<file path="src/rtl/sdram_cmd_sched_if.sv">
// Request/acknowledge and command-strobe bundle between the requesters and
// the SDRAM command scheduler.
interface sdram_cmd_sched_if;
  logic host_req;
  logic host_wr;
  logic ref_req;
  logic mode_req;
  logic cmd_act;
  logic cmd_rd;
  logic cmd_wr;
  logic cmd_pre;
  logic cmd_ref;
  logic cmd_lmr;
  logic cmack;
  logic ref_ack;
  logic mode_ack;
  logic busy;

  modport master (
    output host_req, host_wr, ref_req, mode_req,
    input  cmd_act, cmd_rd, cmd_wr, cmd_pre, cmd_ref, cmd_lmr,
    input  cmack, ref_ack, mode_ack, busy
  );

  modport slave (
    input  host_req, host_wr, ref_req, mode_req,
    output cmd_act, cmd_rd, cmd_wr, cmd_pre, cmd_ref, cmd_lmr,
    output cmack, ref_ack, mode_ack, busy
  );
endinterface

</file>
<file path="src/rtl/sdram_cmd_sched.sv">
// SDRAM command scheduler: fixed-priority arbitration of refresh, load-mode
// and host requests, sequenced into one-cycle strobes with timing waits.
module sdram_cmd_sched #(
  parameter int RCD_CYC = 3,
  parameter int RP_CYC  = 3,
  parameter int RFC_CYC = 7,
  parameter int MRD_CYC = 2,
  parameter int CNT_W   = 4
) (
  input logic             clk0,
  input logic             reset,
  sdram_cmd_sched_if.slave bus
);

  typedef enum logic [2:0] {
    IDLE,
    ACT_WAIT,
    PRE_WAIT,
    REF_PRE,
    REF_WAIT,
    LMR_WAIT
  } state_t;

  localparam logic [CNT_W-1:0] RCD_LD = CNT_W'(RCD_CYC - 1);
  localparam logic [CNT_W-1:0] RP_LD  = CNT_W'(RP_CYC - 1);
  localparam logic [CNT_W-1:0] RFC_LD = CNT_W'(RFC_CYC - 1);
  localparam logic [CNT_W-1:0] MRD_LD = CNT_W'(MRD_CYC - 1);

  state_t           state;
  logic [CNT_W-1:0] cnt;
  logic             wr_lat;
  logic             cmd_act, cmd_rd, cmd_wr, cmd_pre, cmd_ref, cmd_lmr;
  logic             cmack, ref_ack, mode_ack, busy;

  // Strobes and acks default low so each is a single-cycle pulse; the wait
  // counter is reloaded on every state entry and exits when it reaches zero.
  always_ff @(posedge clk0) begin
    if (reset) begin
      state    <= IDLE;
      cnt      <= '0;
      wr_lat   <= 1'b0;
      cmd_act  <= 1'b0;
      cmd_rd   <= 1'b0;
      cmd_wr   <= 1'b0;
      cmd_pre  <= 1'b0;
      cmd_ref  <= 1'b0;
      cmd_lmr  <= 1'b0;
      cmack    <= 1'b0;
      ref_ack  <= 1'b0;
      mode_ack <= 1'b0;
      busy     <= 1'b0;
    end else begin
      cmd_act  <= 1'b0;
      cmd_rd   <= 1'b0;
      cmd_wr   <= 1'b0;
      cmd_pre  <= 1'b0;
      cmd_ref  <= 1'b0;
      cmd_lmr  <= 1'b0;
      cmack    <= 1'b0;
      ref_ack  <= 1'b0;
      mode_ack <= 1'b0;
      case (state)
        IDLE: begin
          if (bus.ref_req) begin
            cmd_pre <= 1'b1;
            cnt     <= RP_LD;
            state   <= REF_PRE;
            busy    <= 1'b1;
          end else if (bus.mode_req) begin
            cmd_lmr  <= 1'b1;
            mode_ack <= 1'b1;
            cnt      <= MRD_LD;
            state    <= LMR_WAIT;
            busy     <= 1'b1;
          end else if (bus.host_req) begin
            cmd_act <= 1'b1;
            wr_lat  <= bus.host_wr;
            cnt     <= RCD_LD;
            state   <= ACT_WAIT;
            busy    <= 1'b1;
          end
        end
        ACT_WAIT: begin
          if (cnt == '0) begin
            cmd_wr <= wr_lat;
            cmd_rd <= !wr_lat;
            cmack  <= 1'b1;
            cnt    <= RP_LD;
            state  <= PRE_WAIT;
          end else begin
            cnt <= cnt - CNT_W'(1);
          end
        end
        REF_PRE: begin
          if (cnt == '0) begin
            cmd_ref <= 1'b1;
            ref_ack <= 1'b1;
            cnt     <= RFC_LD;
            state   <= REF_WAIT;
          end else begin
            cnt <= cnt - CNT_W'(1);
          end
        end
        PRE_WAIT, REF_WAIT, LMR_WAIT: begin
          if (cnt == '0) begin
            state <= IDLE;
            busy  <= 1'b0;
          end else begin
            cnt <= cnt - CNT_W'(1);
          end
        end
        default: begin
          state <= IDLE;
          busy  <= 1'b0;
        end
      endcase
    end
  end

  assign bus.cmd_act  = cmd_act;
  assign bus.cmd_rd   = cmd_rd;
  assign bus.cmd_wr   = cmd_wr;
  assign bus.cmd_pre  = cmd_pre;
  assign bus.cmd_ref  = cmd_ref;
  assign bus.cmd_lmr  = cmd_lmr;
  assign bus.cmack    = cmack;
  assign bus.ref_ack  = ref_ack;
  assign bus.mode_ack = mode_ack;
  assign bus.busy     = busy;

endmodule

</file>
<file path="src/flat_wrapper.sv">
// flat-port wrapper written by rule: the top's interface ports become plain ports
module sdram_cmd_sched_flat 
#(
  parameter int RCD_CYC = 3,
  parameter int RP_CYC  = 3,
  parameter int RFC_CYC = 7,
  parameter int MRD_CYC = 2,
  parameter int CNT_W   = 4
)
  (clk0, reset, bus_host_req, bus_host_wr, bus_ref_req, bus_mode_req, bus_cmd_act, bus_cmd_rd, bus_cmd_wr, bus_cmd_pre, bus_cmd_ref, bus_cmd_lmr, bus_cmack, bus_ref_ack, bus_mode_ack, bus_busy);
  sdram_cmd_sched_if bus_i ();
  input logic clk0;
  input logic reset;
  input wire logic [$bits(bus_i.host_req)-1:0] bus_host_req;
  input wire logic [$bits(bus_i.host_wr)-1:0] bus_host_wr;
  input wire logic [$bits(bus_i.ref_req)-1:0] bus_ref_req;
  input wire logic [$bits(bus_i.mode_req)-1:0] bus_mode_req;
  output wire logic [$bits(bus_i.cmd_act)-1:0] bus_cmd_act;
  output wire logic [$bits(bus_i.cmd_rd)-1:0] bus_cmd_rd;
  output wire logic [$bits(bus_i.cmd_wr)-1:0] bus_cmd_wr;
  output wire logic [$bits(bus_i.cmd_pre)-1:0] bus_cmd_pre;
  output wire logic [$bits(bus_i.cmd_ref)-1:0] bus_cmd_ref;
  output wire logic [$bits(bus_i.cmd_lmr)-1:0] bus_cmd_lmr;
  output wire logic [$bits(bus_i.cmack)-1:0] bus_cmack;
  output wire logic [$bits(bus_i.ref_ack)-1:0] bus_ref_ack;
  output wire logic [$bits(bus_i.mode_ack)-1:0] bus_mode_ack;
  output wire logic [$bits(bus_i.busy)-1:0] bus_busy;
  assign bus_i.host_req = bus_host_req;
  assign bus_i.host_wr = bus_host_wr;
  assign bus_i.ref_req = bus_ref_req;
  assign bus_i.mode_req = bus_mode_req;
  assign bus_cmd_act = bus_i.cmd_act;
  assign bus_cmd_rd = bus_i.cmd_rd;
  assign bus_cmd_wr = bus_i.cmd_wr;
  assign bus_cmd_pre = bus_i.cmd_pre;
  assign bus_cmd_ref = bus_i.cmd_ref;
  assign bus_cmd_lmr = bus_i.cmd_lmr;
  assign bus_cmack = bus_i.cmack;
  assign bus_ref_ack = bus_i.ref_ack;
  assign bus_mode_ack = bus_i.mode_ack;
  assign bus_busy = bus_i.busy;
  sdram_cmd_sched #(.RCD_CYC(RCD_CYC), .RP_CYC(RP_CYC), .RFC_CYC(RFC_CYC), .MRD_CYC(MRD_CYC), .CNT_W(CNT_W)) u_core (.clk0(clk0), .reset(reset), .bus(bus_i));
endmodule
</file>
<file path="config.mk">
export PLATFORM = sky130hd
export DESIGN_NAME = sdram_cmd_sched_flat
export DESIGN_NICKNAME = d
export VERILOG_FILES = /design/src/rtl/sdram_cmd_sched_if.sv /design/src/rtl/sdram_cmd_sched.sv /design/src/flat_wrapper.sv
export SDC_FILE = /design/constraint.sdc
export NUM_CORES = 1
export LEC_CHECK = 0
export BUFFER_PORTS_ARGS = -buffer_cell sky130_fd_sc_hd__buf_2
export CORE_MARGIN = 5
export CORE_UTILIZATION = 56
export CTS_CLUSTER_SIZE = 20
export DETAILED_ROUTE_END_ITERATION = 10
export HOLD_SLACK_MARGIN = 0.1
export PLACE_DENSITY = 0.81
export SLEW_MARGIN = 20
export SYNTH_ARGS = -nofsm -noshare
export SYNTH_HDL_FRONTEND = slang
export SYNTH_SLANG_ARGS = --single-unit
</file>
<file path="constraint.sdc">
create_clock -name clk0 -period 3.4 [get_ports clk0]
set_clock_uncertainty 0.15 [all_clocks]
set_input_delay 0.68 -clock clk0 [delete_from_list [all_inputs] [get_ports clk0]]
set_output_delay 0.68 -clock clk0 [all_outputs]
set_load 0.02 [all_outputs]
</file>
---- Yosys cells after proc, flatten, opt, wreduce, memory -nomap -nowiden ----
Index checks and enable logic that the tools add are counted.
cells by class
  multiplexer cells ....................... 23
  eq/ne operators ......................... 10
  $add $sub $neg .......................... 1
  bitwise operators ....................... 7
  reductions and logical operators ........ 16
operators by type and width
  cell                   count
  $mux W4                6
  $mux W3                6
  $pmux W4 S4            1
  $pmux W3 S4            1
  $reduce_or A3 Y1       3
  $mux W1                8
  $reduce_and A4 Y1      2
  $reduce_or A2 Y1       4
  $not A1 Y1             7
  $eq A3 B2 Y1 const B   2
  $eq A3 B3 Y1 const B   2
  $ne A2 B1 Y1 const B   3
  $reduce_and A3 Y1      2
  $logic_not A4 Y1       1
  $ne A4 B4 Y1 const B   1
  $reduce_bool A4 Y1     1
  $reduce_or A4 Y1       1
  $sub A4 B1 Y4 const B  1
  $eq A3 B1 Y1 const B   1
  $logic_not A3 Y1       1
  $pmux W1 S3            1
  $ne A2 B2 Y1 const B   1
  $logic_not A1 Y1       1
storage, ports and cells
  output and inout bits ................... 10
  input bits .............................. 6
  register bits ........................... 16
  word-level logic and storage cells ...... 68

---- Depth between registers and ports, before layout ----
Gate-level depths: netlist of the first run.
  word-level depth ........................ 4
  mapped depth ............................ 7
  depth with buffers taken out ............ 7

---- Worst setup path before layout of the first run ----
Ideal clock, no wire load.
  kind .................................... register to register
  from .................................... reg u_core.cnt[0]
  to ...................................... reg u_core.cnt[3]
  buffers on the path ..................... 0
  path slack .............................. 1212 ps
  stages on the path, launching flop included .. 8
  period minus slack after synthesis ...... 2188 ps
  arrival ................................. 1967 ps
  library setup time ...................... 71 ps
  data required time ...................... 3179 ps
  cells stage by stage .................... dfxtp_1 > inv_1 > ha_1 > nor3b_1 > a21o_1 > a221o_1 > or4_1 > a21oi_1
between the ends
  longest elaborated chain between the ends .. 3
  elaborated cells on any way between the ends .. 8
  those cells by class .................... add/sub (1); eq/ne (1); mux (4); reduce/logical (2)
ends and longest elaborated chain
  what                                                      line                    RTL
  from (decl)                                               sdram_cmd_sched.sv:30   logic [CNT_W-1:0] cnt;
  from (signal assigned)                                    sdram_cmd_sched.sv:91   cnt <= cnt - CNT_W'(1);
  from (signal assigned)                                    sdram_cmd_sched.sv:101  cnt <= cnt - CNT_W'(1);
  from (signal assigned)                                    sdram_cmd_sched.sv:109  cnt <= cnt - CNT_W'(1);
  $sub A4 B1 Y4 / $logic_not A4 Y1 (equally long branches)  --
  $mux W4, or another cell as far along                     sdram_cmd_sched.sv:105  if (cnt == '0) begin
  $pmux W4 S4 / $reduce_and A3 Y1 (equally long branches)   --
Several ways; a longest one is shown, not always the timed one. The select of a mux whose other input is x is not followed.
A chain may end at the register's enable or synchronous reset.

---- Worst setup path after layout of the first run ----
Ends and elaborated chain as after synthesis.

==> results_dict.tcl, run 1 <==
set metrics [dict create \
    io_pins 16 \
    viasPerCell 5.983 \
    hold_viol_final 0 \
    port_buffers 15 \
    sw_frac_of_total 0.4369 \
    cp.arrival_ps 2460 \
    drc 0 \
    grt.total_usage 0.1725 \
    final_cell_mix "dfxtp_1, buf_2, nand2_1, nor2_1, a21oi_1" \
    synth.avg_cell_area_um2 8.705 \
    grt_pass1_wl_um 2766 \
    drt_first_pass_iters 4 \
    grt_antenna_before_repair 0 \
    largest_register "u_core.cnt" \
    pwr-share-clk 0.129 \
    antennaDiodeCount 0 \
    vdd_drop_max_mv 0.5826 \
    leakagePower_nw 0.3629 \
    internal-power_w 0.0005210 \
    cts.sinks 16 \
    largest_registers "u_core.cnt x4, u_core.state x3" \
    ys_warn_count 0 \
    crit_type "reg -> reg" \
    setup_violations 0 \
    seqPwrFrac 0.351 \
    gp_congestion 0.7773 \
    max_stage_delay_ps 520 \
    synth_nets 100 \
    cp-start-kind "flop" \
    dpl_worst_slack_ps 1067 \
    cap_violations 0 \
    dieArea_um2 2306 \
    ant_nets 0 \
    numCtsBuffers 3 \
    cp-end-kind "flop" \
    slew_violations 0 \
    critPathSlowestCell "or4_1" \
    tightest_slew_ps 535.7 \
    async_flop_share 0 \
    totalNegativeSetupSlack_ps 0 \
    cts_buffer_depth 2 \
    hold_path.class "reg -> reg" \
    via_count 718 \
    period_needed_ps 2396 \
    cts_resized 0 \
    wl_um 1638 \
    grt-ovfl-total 0 \
    initial_core_util 0.6069 \
    cp_max_fo 6 \
    syn-instance-count 93 \
    syn_to_final_growth_pct 10.36 \
    rows 13 \
    grt_max_degree 17 \
    instances_no_fill 120 \
    grt_pass1_vias 651 \
    synth-main-ff-cell "dfxtp_1" \
    p_sw_w 0.0004043 \
    drive_gt1_frac 0.2095 \
    postCtsSetupBuffers 0 \
    drt-initial-drc-count 21 \
    worst_ep_required_time_ps 3460 \
    nets 113 \
    dpl.cell_count 116 \
    fillerInstances 116 \
    post-route-period-util 0.7048 \
    cts_root_buffer "clkbuf_4" \
    relSlewSlack 0.6421 \
    mostFrequentLayoutCell "dfxtp_1" \
    ys_ff_latch 16 \
    pwr-share-comb 0.519 \
    fp.dieH_um 48.02 \
    largest_reg_flops 4 \
    clk_latency_ps 280 \
    coreArea_um2 1334 \
    cp_cell_sequence "inv_1 -> ha_1 -> nor3b_1 -> a21o_1 -> a221o_1 -> or4_1 -> a21oi_1" \
    fmax_ghz 0.4173 \
    cts_max_level 1 \
    die_w_um 48.02 \
    cts_tree "built" \
    ctsHoldBuffers 0 \
    clkTransAtPathRegs_ps 90 \
    dpl.hpwl_um 1214 \
    avgRoutedWirePerCell_um 13.65 \
    status "complete, no violations" \
    yosysUniqueCellTypes 37 \
    rsz0062_at_grt "false" \
    setup_slack_ps 1004 \
    syn-cell-area_um2 809.5 \
    yosysSeqAreaShare 0.3957 \
    p_per_area_nw_per_um2 1036 \
    synth_edf_count 0 \
]
==> Yosys cell counts (2+ instances only) <==
cell type,instances,area share
nor4b_1,2,0.022
nand2_1,9,0.042
inv_1,3,0.014
o311ai_0,2,0.022
or3_1,2,0.015
o21ai_0,3,0.019
nor3_1,3,0.019
a31oi_1,2,0.015
clkbuf_1,2,0.0093
a311oi_1,2,0.022
nand2b_1,2,0.015
a211oi_1,2,0.019
a21oi_1,6,0.037
nor2_1,9,0.042
nor3b_1,2,0.019
buf_4,3,0.028
mux2i_1,2,0.025
nor2b_1,3,0.023
dfxtp_1,16,0.40
==> power groups by stage <==
stage / registers (W) / clock network (W) / logic (W)
floorplan: 0.000304 / 0 / 0.000425
global placement: 0.000325 / 0 / 0.000461
detailed placement: 0.000327 / 0 / 0.000474
CTS: 0.000322 / 0.000124 / 0.000477
global route: 0.000338 / 0.000133 / 0.000541
finish: 0.000325 / 0.000120 / 0.000480
==> worst max-delay path, delay by kind of cell, from the launching register on <==
family	cells	cell delay, ps
AND/OR/NAND/NOR	2	720
AO/OA/AOI/OAI	3	740
adder cells (fa/ha/maj)	1	240
flip-flops	1	400
buffers and inverters	1	80
==> per-layer routing <==
layer	vias up	track usage	routed length, um
li1	364	-	-
met1	328	0.2202	734
met2	26	0.2718	768
met3	0	0.06767	136
met4	0	0.04301	0
met5	-	0	0
==> final timing paths <==
kind / depth (start not counted) / from / slack, ps / endpoint
min reg2reg: 1 / u_core.wr_lat / 290 / u_core.bus.cmd_rd
min: 1 / u_core.wr_lat / 290 / u_core.bus.cmd_rd
max: 7 / u_core.cnt[0] / 1000 / u_core.cnt[3]
max reg2reg: 7 / u_core.cnt[0] / 1000 / u_core.cnt[3]
==> layout make-up <==
type                       count  area, um^2  area share
inverter                       3       11.26     0.01261
timing repair buffer          15       75.07     0.08403
multi-input combinational     67       431.7      0.4832
sequential                    16       320.3      0.3585
tap                           15       18.77     0.02101
clock buffer                   4       36.28     0.04062
==> through the flow <==
step	utilization	total power [W]	hold WS, ps	area (um^2)
after global placement	0.6426	0.0007857	259.8	857.1
after global routing	0.6698	0.001011	330.8	893.4
after floorplan	-	0.0007292	254.9	809.5
after CTS	0.6698	0.0009234	297.7	893.4
after detailed placement	0.6426	0.0008004	285.2	857.1
final	0.6698	0.0009253	293.9	893.4
==> cell families (layout without fill, tap and decap cells) <==
kind of cell               Yosys count  in the layout  share of synthesized area
and+or+nand+nor                     40             40                     0.2859
adders and majority gates            1              1                    0.01545
buffers and inverters               10             22                    0.07109
DFF                                 16             16                     0.3957
AOI/OAI and AO/OA                   24             24                     0.2071
muxes                                2              2                    0.02473
(Power assumes the default switching activity.)
==> run 2: changes to the inputs <==
--- a/config.mk
+++ b/config.mk
@@ -7,11 +7,11 @@
 export LEC_CHECK = 0
 export BUFFER_PORTS_ARGS = -buffer_cell sky130_fd_sc_hd__buf_2
 export CORE_MARGIN = 5
-export CORE_UTILIZATION = 56
+export CORE_UTILIZATION = 47
 export CTS_CLUSTER_SIZE = 20
 export DETAILED_ROUTE_END_ITERATION = 10
 export HOLD_SLACK_MARGIN = 0.1
-export PLACE_DENSITY = 0.81
+export PLACE_DENSITY = 0.72
 export SLEW_MARGIN = 20
 export SYNTH_ARGS = -nofsm -noshare
 export SYNTH_HDL_FRONTEND = slang
==> constraint.sdc (replaced) <==
create_clock -name clk0 -period 1.92 [get_ports clk0]
set_clock_uncertainty 0.15 [all_clocks]
set_input_delay 0.384 -clock clk0 [delete_from_list [all_inputs] [get_ports clk0]]
set_output_delay 0.384 -clock clk0 [all_outputs]
set_load 0.02 [all_outputs]
==> run 2 against run 1 <==
Compared with the run above:
- the flow now finishes with violations (setup timing)
- die area rose by 15%
- clock-buffer cell count did not move
- non-clock buffer count rose by 18
- global-route usage rose by 0.98 points
- utilization fell by 1.6 points
- critical endpoint is now u_core.cnt[1]
- largest cell class unchanged
==> results_dict.tcl, run 2 (synthesized netlist as in run 1, its figures left out) <==
set metrics [dict create \
    hold_slack_ps 211.1 \
    cts_tree "built" \
    mostFrequentLayoutCell "buf_4" \
    ctsHoldBuffers 0 \
    port_buffers 15 \
    cap_violations 0 \
    dieArea_um2 2652 \
    critPathCapture "u_core.cnt[1]" \
    fmax_ghz 0.5109 \
    dpl.hpwl_um 1462 \
    numCtsBuffers 3 \
    cp_max_fo 5 \
    setup_slack_ps -37.28 \
    status "finished with violations" \
    vdd_drop_max_mv 1.161 \
    drc 0 \
    cpMostUsedCell "a311oi_2" \
    crit_start "u_core.cnt[1]" \
    rows 15 \
    grt_pass1_wl_um 3484 \
    crit_cells 7 \
    setup_violations 2 \
    fin_total_pwr_w 0.002266 \
    viasPerCell 5.936 \
    violations "setup timing" \
    crit_type "reg -> reg" \
    internal-power_w 0.001322 \
    cts_root_buffer "clkbuf_4" \
    worst_ep_required_time_ps 1990 \
    cts.sinks 16 \
    pwr-share-comb 0.666 \
    avgRoutedWirePerCell_um 16.20 \
    seqPwrFrac 0.231 \
    critPathSlowestCell "or3b_4" \
    drt_first_pass_iters 4 \
    hold_viol_final 0 \
    wl_um 2268 \
    clk_latency_ps 310 \
    grt_antenna_before_repair 0 \
    via_count 831 \
    cp.arrival_ps 2030 \
    initial_core_util 0.4793 \
    r2r_start "u_core.cnt[1]" \
    cp-start-kind "flop" \
    relSlewSlack 0.7004 \
    p_sw_w 0.0009438 \
    totalNegativeSetupSlack_ps -45.22 \
    hold_path.class "in -> reg" \
    cts_max_level 1 \
    nets 131 \
    sw_frac_of_total 0.4165 \
    max_stage_delay_ps 390 \
    ant_nets 0 \
    grt-ovfl-total 0 \
    die_w_um 51.50 \
    largest_register "u_core.cnt" \
    leakagePower_nw 0.4695 \
    fp.dieH_um 51.50 \
    final_cell_mix "buf_4, buf_2, dfxtp_1, nand2_1, nor2_1" \
    grt.total_usage 0.1823 \
    p_per_area_nw_per_um2 2053 \
    slew_violations 0 \
    drive_gt1_frac 0.4228 \
    reg2reg_to "u_core.cnt[1]" \
    ff2ff_path_depth 7 \
    grt_pass1_vias 759 \
    cp-end-kind "flop" \
    drt-initial-drc-count 20 \
    rsz0062_at_grt "true" \
    clkTransAtPathRegs_ps 110 \
    antennaDiodeCount 0 \
    path_delay_family "compound AO/OA/AOI/OAI gates" \
    largest_registers "u_core.cnt x4, u_core.state x3" \
    largest_reg_flops 4 \
    r2r_slack_ps -40 \
    coreArea_um2 1689 \
    fillerInstances 134 \
    cp_num_buf_inv 2 \
    cts_buffer_depth 2 \
    period_needed_ps 1957 \
    gp_congestion 0.8309 \
    post-route-period-util 1.019 \
    tightest_slew_ps 445.3 \
    io_pins 16 \
    syn_to_final_growth_pct 36.32 \
    pwr-share-clk 0.104 \
    grt_max_degree 15 \
    cp_cell_sequence "inv_2 -> ha_4 -> or3b_4 -> buf_6 -> a311oi_2 -> a311oi_2 -> a211oi_1" \
]
run 2: what timing repair did:
action                     CTS  global route
cloned                       0             0
pin swaps                    2             2
buffers inserted             0             1
gates resized for setup      5             7
setup endpoints to repair    4             6
run 2: per-layer routing:
layer  track usage  wire [um]
met3       0.03725        146
met4        0.1747        109
met1        0.2248        932
met5             0          0
met2        0.2585       1079
run 2: power groups by stage:
stage / registers, W / clock network [W] / logic [W]
floorplan: 0.000551 / 0 / 0.000799
global placement: 0.000511 / 0 / 0.00125
detailed placement: 0.000519 / 0 / 0.00126
CTS: 0.000518 / 0.000241 / 0.00131
global route: 0.000534 / 0.000259 / 0.00165
finish: 0.000522 / 0.000235 / 0.00151
run 2: layout make-up:
class / instances / area, um^2 / area share
inverters: 3 / 11.26 / 0.01020
multi-input cells: 67 / 498.0 / 0.4512
repair buffers: 33 / 214.0 / 0.1939
flip-flops and latches: 16 / 322.8 / 0.2925
clock buffers: 4 / 36.28 / 0.03288
well taps: 17 / 21.27 / 0.01927
run 2: how the worst min path moves through the flow:
stage / cells after the start / end / startpoint
after global routing: 2 / u_core.bus.cmd_lmr / bus_ref_req
final: 2 / u_core.bus.cmd_lmr / bus_ref_req
after global placement: 1 / u_core.bus.cmd_rd / u_core.wr_lat
after CTS: 2 / u_core.bus.cmd_lmr / bus_ref_req
after detailed placement: 1 / u_core.bus.cmd_rd / u_core.wr_lat
after floorplan: 1 / u_core.bus.cmd_rd / u_core.wr_lat
run 2: metrics by stage:
stage                     instance area [um^2]  setup slack (ps)    util  std cells
after floorplan                          834.6            -60.78       -         93
final                                     1104            -37.28  0.6533        140
after detailed placement                  1012            -47.92  0.5993        135
after global placement                    1012            -14.89  0.5993        135
after CTS                                 1059            -6.187  0.6267        139
after global routing                      1104            -118.8  0.6533        140
==> run 3: changes to the inputs <==
--- a/config.mk
+++ b/config.mk
@@ -5,6 +5,7 @@
 export SDC_FILE = /design/constraint.sdc
 export NUM_CORES = 1
 export LEC_CHECK = 0
+export ABC_AREA = 1
 export BUFFER_PORTS_ARGS = -buffer_cell sky130_fd_sc_hd__buf_2
 export CORE_MARGIN = 5
 export CORE_UTILIZATION = 47
==> run 3 against run 2 <==
Compared with the run above:
- the flow now finishes without violations
- cell area down 16%
- utilization fell by 10 points
- sequential cell count stayed put
- area after synthesis grew 0.15%
- sequential share of layout area rose by 5.2 points
- critical path type unchanged
==> results_dict.tcl, run 3 <==
set metrics [dict create \
    initial_core_util 0.4800 \
    io_pins 16 \
    dieArea_um2 2656 \
    cts_root_buffer "clkbuf_4" \
    setup_violations 0 \
    synth_compound_area_frac 0.07407 \
    die_w_um 51.54 \
    r2r_start "u_core.cnt[0]" \
    antennaDiodeCount 0 \
    muxShareOfSynthArea 0 \
    synth_top_family_by_area "simple AND/OR/NAND/NOR gates" \
    grt_max_degree 10 \
    synth_nets 127 \
    critPathCapture "u_core.cnt[3]" \
    viasPerCell 5.143 \
    ys_ff_latch 16 \
    coreArea_um2 1689 \
    ff2ff_path_depth 10 \
    period_needed_ps 1584 \
    relSlewSlack 0.8038 \
    synth_xor_area_frac 0 \
    clkTransAtPathRegs_ps 100 \
    syn-instance-count 120 \
    synth_area_leaders "dfxtp_1, nand2_1, nor2_1" \
    largest_reg_flops 4 \
    vdd_drop_max_mv 0.8619 \
    synth-main-ff-cell "dfxtp_1" \
    numCtsBuffers 3 \
    wl_um 1760 \
    cp.arrival_ps 1630 \
    cp-end-kind "flop" \
    p_per_area_nw_per_um2 1814 \
    dpl.hpwl_um 1337 \
    syn_to_final_growth_pct 14.51 \
    drt-initial-drc-count 36 \
    cp_cell_sequence "inv_1 -> ha_1 -> nand2_1 -> nand2_2 -> nand2_2 -> nand2_4 -> inv_2 -> nand2_1 -> nand2_1 -> nor2_2" \
    cp_max_fo 4 \
    synth_top_cells_by_count "nand2_1, nor2_1, dfxtp_1, inv_1, nand3_1" \
    drive_gt1_frac 0.2336 \
    rows 15 \
    largest_register "u_core.cnt" \
    yosysUniqueCellTypes 20 \
    critPathSlowestCell "dfxtp_1" \
    synth_top_cell_area_share 0.3951 \
    postLayoutCoreUtil 0.5496 \
    crit_start "u_core.cnt[0]" \
    synth_simple_gate_area_share 0.4090 \
    avgRoutedWirePerCell_um 11.43 \
    max_stage_delay_ps 380 \
    grt_pass1_wl_um 3022 \
    hold_viol_final 0 \
    yosysTopAreaCell "dfxtp_1" \
    nets 145 \
    largest_registers "u_core.cnt x4, u_core.state x3" \
    drt_first_pass_iters 7 \
    ctsHoldBuffers 0 \
    ant_nets 0 \
    tightest_slew_ps 293.2 \
    cts_buffer_depth 2 \
    post-route-period-util 0.8252 \
    crit_type "reg -> reg" \
    crit_cells 10 \
    cts_max_level 1 \
    yosys.area_share.adder 0.01543 \
    cts_tree "built" \
    via_count 792 \
    cts_resized 0 \
    yosysSeqAreaShare 0.3951 \
    hold_path.class "in -> reg" \
    async_flop_share 0 \
    reg2reg_to "u_core.cnt[3]" \
    worst_ep_required_time_ps 1970 \
    cpMostUsedCell "nand2_1" \
    slew_violations 0 \
    ys_warn_count 0 \
    status "complete, no violations" \
    synth.avg_cell_area_um2 6.756 \
    final_cell_mix "nand2_1, nor2_1, dfxtp_1, buf_2, inv_1" \
    synth_edf_count 0 \
    synth_most_common_cell "nand2_1" \
    cts.sinks 16 \
    path_delay_family "simple AND/OR/NAND/NOR gates" \
    mostFrequentLayoutCell "nand2_1" \
    drc 0 \
    postCtsSetupBuffers 0 \
    cap_violations 0 \
    leakagePower_nw 0.4918 \
    gp_congestion 0.8857 \
    grt.total_usage 0.1519 \
    fp.dieH_um 51.54 \
    clk_latency_ps 290 \
    grt_antenna_before_repair 0 \
    port_buffers 15 \
    fmax_ghz 0.6312 \
    cp_num_buf_inv 2 \
    r2r_slack_ps 340 \
    grt-ovfl-total 0 \
    rsz0062_at_grt "false" \
    cp-start-kind "flop" \
    totalNegativeSetupSlack_ps 0 \
    grt_pass1_vias 769 \
    syn-cell-area_um2 810.8 \
]
==> run 3: changes by cell type after synthesis, sizes merged, moves of 3 or more <==
cell	change
buf	-3
clkinv	+3
inv	+13
nor2b	-3
nor2	+14
nand3	+9
nand2	+26
==> run 3: area by class of cell <==
class                           instances  area (um^2)
Multi-Input combinational cell         83        404.1
Clock buffer                            4        36.28
Tap cell                               17        21.27
Sequential cell                        16        320.3
Fill cell                             170        760.7
Inverter                               19        71.32
Timing Repair Buffer                   15        75.07
==> run 3: through the flow <==
stage / power, W / cell area, um^2 / setup slack [ps] / cells / hold WS, ps
floorplan: 0.001269 / 810.8 / 531.6 / 120 / 251.3
global placement: 0.001436 / 892.1 / 419.4 / 150 / 257.0
detailed placement: 0.001446 / 892.1 / 325.5 / 150 / 269.3
CTS: 0.001683 / 928.4 / 347.6 / 154 / 158.2
global route: 0.001850 / 928.4 / 211.9 / 154 / 163.4
finish: 0.001684 / 928.4 / 335.6 / 154 / 169.0
==> run 3: worst reg2reg max path, stage by stage (launching register included) <==
cell     delay, ps
dfxtp_1        380
inv_1           70
ha_1           240
nand2_1        170
nand2_2         90
nand2_2        120
nand2_4         70
inv_2           50
nand2_1         50
nand2_1         70
nor2_2          30
==> run 3: worst min-delay path by stage <==
stage,startpoint,to,slack [ps],depth (start not counted)
final,reset,u_core.state[2],170,2
after global routing,reset,u_core.state[2],160,2
after global placement,u_core.wr_lat,u_core.bus.cmd_rd,260,1
after floorplan,u_core.wr_lat,u_core.bus.cmd_rd,250,1
after detailed placement,u_core.wr_lat,u_core.bus.cmd_rd,270,1
after CTS,reset,u_core.state[2],160,2
==> run 3: cells by family (layout without fill, tap and decap cells) <==
kind of cell / count (synthesis) / after routing
buffers and inverters: 21 / 38
and+or+nand+nor: 71 / 71
AOI/OAI and AO/OA: 11 / 11
DFF: 16 / 16
adders and majority gates: 1 / 1
==> run 3: metal layers <==
| layer | vias to the layer above | routed length, um | global-route usage |
|---|---|---|---|
| li1 | 404 | - | - |
| met1 | 343 | 797 | 0.1714 |
| met2 | 38 | 795 | 0.2585 |
| met3 | 7 | 110 | 0.03438 |
| met4 | 0 | 56 | 0.09170 |
| met5 | - | 0 | 0 |
==> run 3: where the power goes <==
part	total, W	switching (W)	internal, W
Combinational	0.000941	0.000625	0.000316
Clock	0.000226	0.000110	0.000116
Sequential	0.000517	0.0000887	0.000429
Total	0.00168	0.000824	0.000860
